--- config.mk ---
export PLATFORM = sky130hd
export DESIGN_NAME = rs_hs_pipeline_relay
export DESIGN_NICKNAME = d
export VERILOG_FILES = /design/src/rtl/rs_hs_pipeline_relay_pkg.sv /design/src/rtl/rs_hs_pipeline_relay_stage.sv /design/src/rtl/rs_hs_pipeline_relay.sv
export SDC_FILE = /design/constraint.sdc
export NUM_CORES = 1
export LEC_CHECK = 0
export CORE_MARGIN = 3
export CORE_UTILIZATION = 36
export CTS_CLUSTER_SIZE = 16
export DETAILED_ROUTE_END_ITERATION = 10
export PLACE_DENSITY = 0.64
export SETUP_SLACK_MARGIN = 0.2
export SLEW_MARGIN = 0
export SYNTH_ARGS = -nofsm -noshare
export SYNTH_HDL_FRONTEND = slang
export SYNTH_SLANG_ARGS = --single-unit
--- constraint.sdc ---
create_clock -name clk -period 3.4 [get_ports clk]
set_input_delay 0.68 -clock clk [delete_from_list [all_inputs] [get_ports clk]]
set_output_delay 0.68 -clock clk [all_outputs]
set_load 0.01 [all_outputs]
--- src/rtl/rs_hs_pipeline_relay_pkg.sv ---
// Shared definitions for the registered handshake relay: stage count
// encodings, depth limit and occupancy width helper.
package rs_hs_pkg;

  localparam int unsigned RS_HS_MAX_DEPTH = 16;

  typedef enum logic [1:0] {
    CNT_EMPTY = 2'd0,
    CNT_ONE   = 2'd1,
    CNT_FULL  = 2'd2
  } rs_cnt_e;

  // A chain of `depth` two-entry stages holds up to 2*depth words.
  function automatic int unsigned rs_occ_width(input int unsigned depth);
    return (depth == 0) ? 1 : $clog2(2 * depth + 1);
  endfunction

endpackage

--- src/rtl/rs_hs_pipeline_relay_stage.sv ---
// One relay stage: a 2-entry buffer whose ready and valid are both registers,
// so no input reaches any output combinationally.
module rs_hs_relay_stage
  import rs_hs_pkg::*;
#(
  parameter int unsigned DATA_WIDTH = 32
) (
  input  logic                  clk,
  input  logic                  reset,
  input  logic                  i_write,
  input  logic [DATA_WIDTH-1:0] i_din,
  output logic                  o_full_n,
  output logic                  o_empty_n,
  input  logic                  i_read,
  output logic [DATA_WIDTH-1:0] o_dout,
  output logic [1:0]            o_count
);

  logic [DATA_WIDTH-1:0] r_mem [2];
  logic                  r_wptr;
  logic                  r_rptr;
  logic                  r_full_n;
  logic                  r_empty_n;
  rs_cnt_e               r_cnt;
  rs_cnt_e               w_cnt_nxt;
  logic                  w_push;
  logic                  w_pop;

  assign w_push = i_write & r_full_n;
  assign w_pop  = i_read & r_empty_n;

  always_comb begin
    w_cnt_nxt = r_cnt;
    case (r_cnt)
      CNT_EMPTY: if (w_push) w_cnt_nxt = CNT_ONE;
      CNT_ONE: begin
        if (w_push && !w_pop)      w_cnt_nxt = CNT_FULL;
        else if (w_pop && !w_push) w_cnt_nxt = CNT_EMPTY;
      end
      CNT_FULL:  if (w_pop) w_cnt_nxt = CNT_ONE;
      default:   w_cnt_nxt = CNT_EMPTY;
    endcase
  end

  always_ff @(posedge clk) begin
    if (reset) begin
      r_cnt     <= CNT_EMPTY;
      r_wptr    <= 1'b0;
      r_rptr    <= 1'b0;
      r_full_n  <= 1'b0;
      r_empty_n <= 1'b0;
      for (int unsigned i = 0; i < 2; i++) r_mem[i] <= '0;
    end else begin
      r_cnt     <= w_cnt_nxt;
      r_full_n  <= (w_cnt_nxt != CNT_FULL);
      r_empty_n <= (w_cnt_nxt != CNT_EMPTY);
      if (w_push) begin
        r_mem[r_wptr] <= i_din;
        r_wptr        <= ~r_wptr;
      end
      if (w_pop) r_rptr <= ~r_rptr;
    end
  end

  assign o_full_n  = r_full_n;
  assign o_empty_n = r_empty_n;
  assign o_dout    = r_mem[r_rptr];
  assign o_count   = r_cnt;

endmodule

--- src/rtl/rs_hs_pipeline_relay.sv ---
// Fully registered handshake relay: DEPTH chained 2-entry stages between a
// FIFO-style producer and consumer, with live occupancy; DEPTH=0 is a wire.
module rs_hs_pipeline_relay
  import rs_hs_pkg::*;
#(
  parameter int unsigned DATA_WIDTH = 32,
  parameter int unsigned DEPTH      = 2,
  parameter              __REGION   = "",
  localparam int unsigned OCC_W     = rs_occ_width(DEPTH)
) (
  input  logic                  clk,
  input  logic                  reset,
  output logic                  if_full_n,
  input  logic                  if_write,
  input  logic [DATA_WIDTH-1:0] if_din,
  output logic                  if_empty_n,
  input  logic                  if_read,
  output logic [DATA_WIDTH-1:0] if_dout,
  output logic [OCC_W-1:0]      occupancy
);

  if (DEPTH == 0) begin : g_bypass
    logic w_unused_clk_rst;
    assign w_unused_clk_rst = clk ^ reset;
    assign if_empty_n = if_write;
    assign if_full_n  = if_read;
    assign if_dout    = if_din;
    assign occupancy  = '0;
  end else begin : g_chain
    logic [DEPTH:0]        w_valid;
    logic [DEPTH:0]        w_ready;
    logic [DATA_WIDTH-1:0] w_data [DEPTH+1];
    logic [1:0]            w_cnt  [DEPTH];
    logic [OCC_W-1:0]      w_occ;

    assign w_valid[0]     = if_write;
    assign w_data[0]      = if_din;
    assign w_ready[DEPTH] = if_read;

    for (genvar k = 0; k < DEPTH; k++) begin : g_stage
      rs_hs_relay_stage #(
        .DATA_WIDTH(DATA_WIDTH)
      ) u_stage (
        .clk      (clk),
        .reset    (reset),
        .i_write  (w_valid[k]),
        .i_din    (w_data[k]),
        .o_full_n (w_ready[k]),
        .o_empty_n(w_valid[k+1]),
        .i_read   (w_ready[k+1]),
        .o_dout   (w_data[k+1]),
        .o_count  (w_cnt[k])
      );
    end

    // Sum of stage count registers only: it moves on the same edge as the
    // counts and has no path from any input.
    always_comb begin
      w_occ = '0;
      for (int unsigned k = 0; k < DEPTH; k++) w_occ = w_occ + OCC_W'(w_cnt[k]);
    end

    assign if_full_n  = w_ready[0];
    assign if_empty_n = w_valid[DEPTH];
    assign if_dout    = w_data[DEPTH];
    assign occupancy  = w_occ;
  end

endmodule
* Yosys cells after proc, flatten, opt, wreduce, memory -nomap -nowiden
Memory sizes are Yosys's and may differ from the RTL's. A register that Yosys moved wholly into a read port is not among the register bits.
Cells that the tools add are included.
Widths: inputs -> output; s select.
** Word-level totals
- Flip-flop bits (word level) :: 12
- Bits in writable memories :: 128
- Bits of input ports :: 36
- Output and inout port bits :: 37
- Word-level logic and storage cells :: 67
- Memories :: 2
** Memory list
- g_chain.g_stage[0].u_stage.r_mem :: words 2, width 32, rd ports 1, clocked after memory_dff 1, write ports 2, line rs_hs_pipeline_relay_stage.sv:19 : logic [DATA_WIDTH-1:0] r_mem [2];
- g_chain.g_stage[1].u_stage.r_mem :: words 2, width 32, rd ports 1, clocked after memory_dff 1, write ports 2, line rs_hs_pipeline_relay_stage.sv:19
** Operators by class
- Add/sub/neg operators :: 1
- Eq/ne operators :: 6
- Muxes and demuxes :: 28
- Bitwise gates (word level) :: 7
- Reduce and logical (&&, ||, !) cells :: 13
** Operators with widths (count)
- $mux 32 :: 2
- $reduce_or 32->1 :: 2
- $mux 1 :: 16
- $mux 2 :: 8
- $pmux 2 s3 :: 2
- $eq 2x1->1 const B :: 2
- $eq 2x2->1 const B :: 2
- $logic_and 1x1->1 :: 4
- $logic_not 2->1 :: 2
- $ne 2x2->1 const B :: 2
- $not 1->1 :: 4
- $reduce_bool 2->1 :: 2
- $add 2x2->3 :: 1
- $and 1x1->1 :: 3
- $logic_not 1->1 :: 3

* Longest topological paths before layout
- Depth in word-level cells :: 7
- Gate-level depth with buffers :: 5
- Mapped depth without buffers :: 3

* Modules after synthesis
A second synthesis with hierarchy kept.
** Unflattened totals
- Cell total of the unflattened synthesis :: 405
- Area total of the unflattened synthesis :: 6192.2 sq um
** Modules (own cells, without submodules)
- rs_hs_relay_stage :: instances 2, cells each 199, area an instance 3070.4 sq um, seq. area each 2062.0 sq um
- rs_hs_pipeline_relay :: instances 1, cells each 7, area an instance 51.3 sq um, seq. area each 0.0 sq um

* Worst setup path before layout
No wires, ideal clock.
- Path kind :: input to register
- Start :: in if_write
- End :: mem g_chain.g_stage[0].u_stage.r_mem[0][0] (enable)
- Library setup time :: 0.428 ns
- Arrival time :: 2.310 ns
- Required time :: 2.972 ns
- Path slack :: 0.662 ns
- Stages on the path :: 2
- Buffers on the path :: 0
- Cells stage by stage :: nand2_2 o21bai_1
** RTL lines
- start: declaration :: line rs_hs_pipeline_relay.sv:14 : input logic if_write,
- end: declaration :: line rs_hs_pipeline_relay_stage.sv:19

==> metrics.txt <==
# TYPE chip_impl_metric gauge
chip_impl_metric{name="via_count",unit=""} 3220
chip_impl_metric{name="cellLeakagePower",unit="uW"} 0.00262
chip_impl_metric{name="slew_headroom",unit=""} 0.292
chip_impl_info{name="rsz0062_at_grt",value="false"} 1
chip_impl_metric{name="chipHeight",unit="um"} 134
chip_impl_metric{name="worst-slew-pin-transition",unit="ns"} 1.06
chip_impl_metric{name="die_width",unit="um"} 134
chip_impl_info{name="synth_ff_type",value="sky130_fd_sc_hd__edfxtp_1"} 1
chip_impl_metric{name="maxCapViolCount",unit=""} 0
chip_impl_metric{name="ctsResizeCount",unit=""} 0
chip_impl_metric{name="first_iter_violations",unit=""} 209
chip_impl_metric{name="cts.sinks",unit=""} 142
chip_impl_metric{name="power_switching",unit="uW"} 872
chip_impl_metric{name="cts_setup_buffers",unit=""} 0
chip_impl_metric{name="yosys_register_bits",unit=""} 142
chip_impl_metric{name="min_period",unit="ns"} 2.89
chip_impl_metric{name="cellPowerDensity",unit="mW/mm2"} 556
chip_impl_metric{name="totalWireLength",unit="um"} 10800
chip_impl_info{name="clk_root_buffer_cell",value="sky130_fd_sc_hd__clkbuf_16"} 1
chip_impl_metric{name="clockPowerShare",unit=""} 0.420
chip_impl_metric{name="power.ir.vdd_worst",unit="mV"} 0.338
chip_impl_metric{name="place.port_buffers",unit=""} 72
chip_impl_metric{name="number_of_enable_flip_flop_cells_after_synthesis",unit=""} 128
chip_impl_metric{name="grt_pass1_vias",unit=""} 3370
chip_impl_info{name="cp-start-kind",value="flip-flop"} 1
chip_impl_metric{name="setup_viol",unit=""} 0
chip_impl_metric{name="dpl.hpwl",unit="um"} 6970
chip_impl_metric{name="wl_per_cell",unit="um"} 15.3
chip_impl_metric{name="clock_insertion_delay_worst_skew",unit="ns"} 0.40
chip_impl_metric{name="num_cts_buffers",unit=""} 17
chip_impl_metric{name="syn_to_final_growth",unit="%"} 25.7
chip_impl_metric{name="gp_weighted_congestion",unit=""} 0.701
chip_impl_metric{name="track_usage",unit=""} 0.129
chip_impl_metric{name="final.period_utilization",unit=""} 0.851
chip_impl_metric{name="drive_gt1_frac",unit=""} 0.149
chip_impl_metric{name="die_area",unit="mm2"} 0.0180
chip_impl_info{name="cts_tree",value="done"} 1
chip_impl_metric{name="fp.coreArea",unit="mm2"} 0.0159
chip_impl_metric{name="power_switching_share",unit=""} 0.212
chip_impl_metric{name="setup-tns-final",unit="ns"} 0
chip_impl_metric{name="post_synth_arst_share",unit=""} 0
chip_impl_metric{name="grt_overflow_total",unit=""} 0
chip_impl_metric{name="vias_per_cell",unit=""} 4.56
chip_impl_metric{name="hold_viol_final",unit=""} 0
chip_impl_metric{name="maximum_number_of_pins_on_one_net_before_global_route_repair",unit=""} 33
chip_impl_metric{name="placement.setup.worst_slack",unit="ns"} 0.542
chip_impl_metric{name="synthesis.instances",unit=""} 403
chip_impl_metric{name="detail_route.drc_violations",unit=""} 0
chip_impl_metric{name="power_frac_seq",unit=""} 0.498
chip_impl_metric{name="finalClockSkew",unit="ns"} 0.00860
chip_impl_info{name="timing_worst_setup_path_type",value="reg2out"} 1
chip_impl_info{name="hp-class",value="reg2reg"} 1
chip_impl_metric{name="cts.reportedPaths.clkPinSlew",unit="ns"} 0.06
chip_impl_metric{name="antenna_found_initial",unit=""} 0
chip_impl_metric{name="firstDrtPassIters",unit=""} 5
chip_impl_metric{name="cts_max_path_buffers",unit=""} 2
chip_impl_metric{name="worst_ep_required_time",unit="ns"} 2.72
chip_impl_metric{name="initial_utilization",unit=""} 0.370
chip_impl_metric{name="cts_hold_repair.buffers",unit=""} 0
chip_impl_metric{name="cp_data_arrival_time",unit="ns"} 2.21
chip_impl_metric{name="antenna-diode-count",unit=""} 0
chip_impl_metric{name="path_max_fanout",unit=""} 17
chip_impl_info{name="critical_path.endpoint_type",value="output port"} 1
chip_impl_metric{name="row_count",unit=""} 46
chip_impl_metric{name="synthesis.area_per_instance",unit="um2"} 14.6
chip_impl_metric{name="yosysWarningCount",unit=""} 0
chip_impl_metric{name="postLayoutSetupSlackWorst",unit="ns"} 0.508
chip_impl_metric{name="timing_max_transition_violations_final",unit=""} 0
chip_impl_metric{name="power_frac_comb",unit=""} 0.082
chip_impl_info{name="layout.cells.most_common",value="sky130_fd_sc_hd__edfxtp_1"} 1
chip_impl_metric{name="syn_nets",unit=""} 441
chip_impl_metric{name="ys_seq_area_frac",unit=""} 0.699
chip_impl_metric{name="ioPinCount",unit=""} 73
chip_impl_metric{name="drt.antenna.violating_nets",unit=""} 0
chip_impl_info{name="mostFrequentLayoutCells",value="sky130_fd_sc_hd__edfxtp_1, sky130_fd_sc_hd__nor2_1, sky130_fd_sc_hd__clkdlybuf4s50_1"} 1
chip_impl_metric{name="final_nets",unit=""} 515
chip_impl_metric{name="cts-htree-levels",unit=""} 4
chip_impl_metric{name="grt_pass1_wl",unit="um"} 17600
chip_impl_metric{name="cell_internal_pwr",unit="uW"} 3250
chip_impl_metric{name="max_freq",unit="MHz"} 346
chip_impl_info{name="outcome",value="complete, no violations"} 1
chip_impl_metric{name="yosys.cell_types.count",unit=""} 37
chip_impl_metric{name="synth_area",unit="mm2"} 0.00590
power groups by stage:
| stage | Sequential, uW | Combinational, uW | Clock, uW |
|---|---|---|---|
| after floorplan | 2060 | 192 | 0 |
| after CTS | 2060 | 346 | 1760 |
| after detailed placement | 2090 | 344 | 0 |
| after global routing | 2070 | 366 | 1840 |
| final | 2050 | 337 | 1730 |
| after global placement | 2090 | 340 | 0 |
per-stage QoR:
stage          instance area (um2)   util  std cells  total power, uW  hold slack (ns)
6_report                      7410  0.465        706             4120            0.487
5_1_grt                       7410  0.465        706             4270            0.525
4_1_cts                       7410  0.465        706             4160            0.508
3_5_place_dp                  6860  0.430        674             2440            0.493
3_3_place_gp                  6860  0.430        674             2430            0.468
2_1_floorplan                 5900      -        403             2260            0.472
final cells by class:
cell class / count / area [um2]
clock inverters: 13 / 123
clock buffers: 19 / 433
fillers: 1399 / 8530
flip-flops and latches: 142 / 4130
well taps: 216 / 270
multi-input cells: 237 / 1680
repair buffers: 79 / 786
cell usage after synthesis (all sizes together) (2+ instances only):
library cell    n  share of area
xor2            2         0.0030
nor2           72          0.046
a21oi           3         0.0025
edfxtp        128           0.65
dfxtp          14          0.048
mux2           32          0.061
clkbuf          7         0.0051
mux2i          32          0.054
buf            17          0.018
and2           65          0.069
nor2b           2         0.0021
a211oi          4         0.0051
o21bai          2         0.0025
xnor2           2         0.0030
nand2           3         0.0023
nand2b          2         0.0021
sequential cells by signal (all words and copies together) (netlist names), named ones only:
name and count:
g_chain.g_stage.u_stage.r_rptr 2, g_chain.g_stage.u_stage.r_mem 128, g_chain.g_stage.u_stage.r_wptr 2, g_chain.g_stage.u_stage.o_empty_n 2
g_chain.g_stage.u_stage.o_count 4, g_chain.g_stage.u_stage.o_full_n 2
worst max-delay path, stage by stage, from the launching register on:
cell	delay [ns]
sky130_fd_sc_hd__dfxtp_2	0.61
sky130_fd_sc_hd__buf_4	0.34
sky130_fd_sc_hd__mux2_2	0.37
sky130_fd_sc_hd__clkdlybuf4s50_1	0.48
path summary, 6_finish.rpt:
check             slack, ns  depth (start not counted)                                       to                                  from
hold reg to reg        0.49                          1    g_chain.g_stage[1].u_stage.o_count[1]  g_chain.g_stage[1].u_stage.o_empty_n
setup / recovery       0.51                          3                              if_dout[18]                             flip-flop
setup reg to reg       1.55                          3  g_chain.g_stage[0].u_stage.r_mem[1][21]   g_chain.g_stage[0].u_stage.o_full_n
hold / removal         0.49                          1    g_chain.g_stage[1].u_stage.o_count[1]  g_chain.g_stage[1].u_stage.o_empty_n
logic make-up after synthesis:
family / synth area share
muxes: 0.115
adders and majority gates: 0.00552
buffers and inverters: 0.0231
DFF: 0.699
xor gates and xnor gates: 0.00594
and+or+nand+nor: 0.134
AOI/OAI and AO/OA: 0.0168
layer usage:
metal,track usage,share of wire,vias to the layer above
met4,0.0491,0.011,0
met1,0.150,0.42,1558
met5,0,0,-
met3,0.0454,0.053,9
met2,0.220,0.52,71
li1,-,-,1582
(Power assumes the default switching activity.)
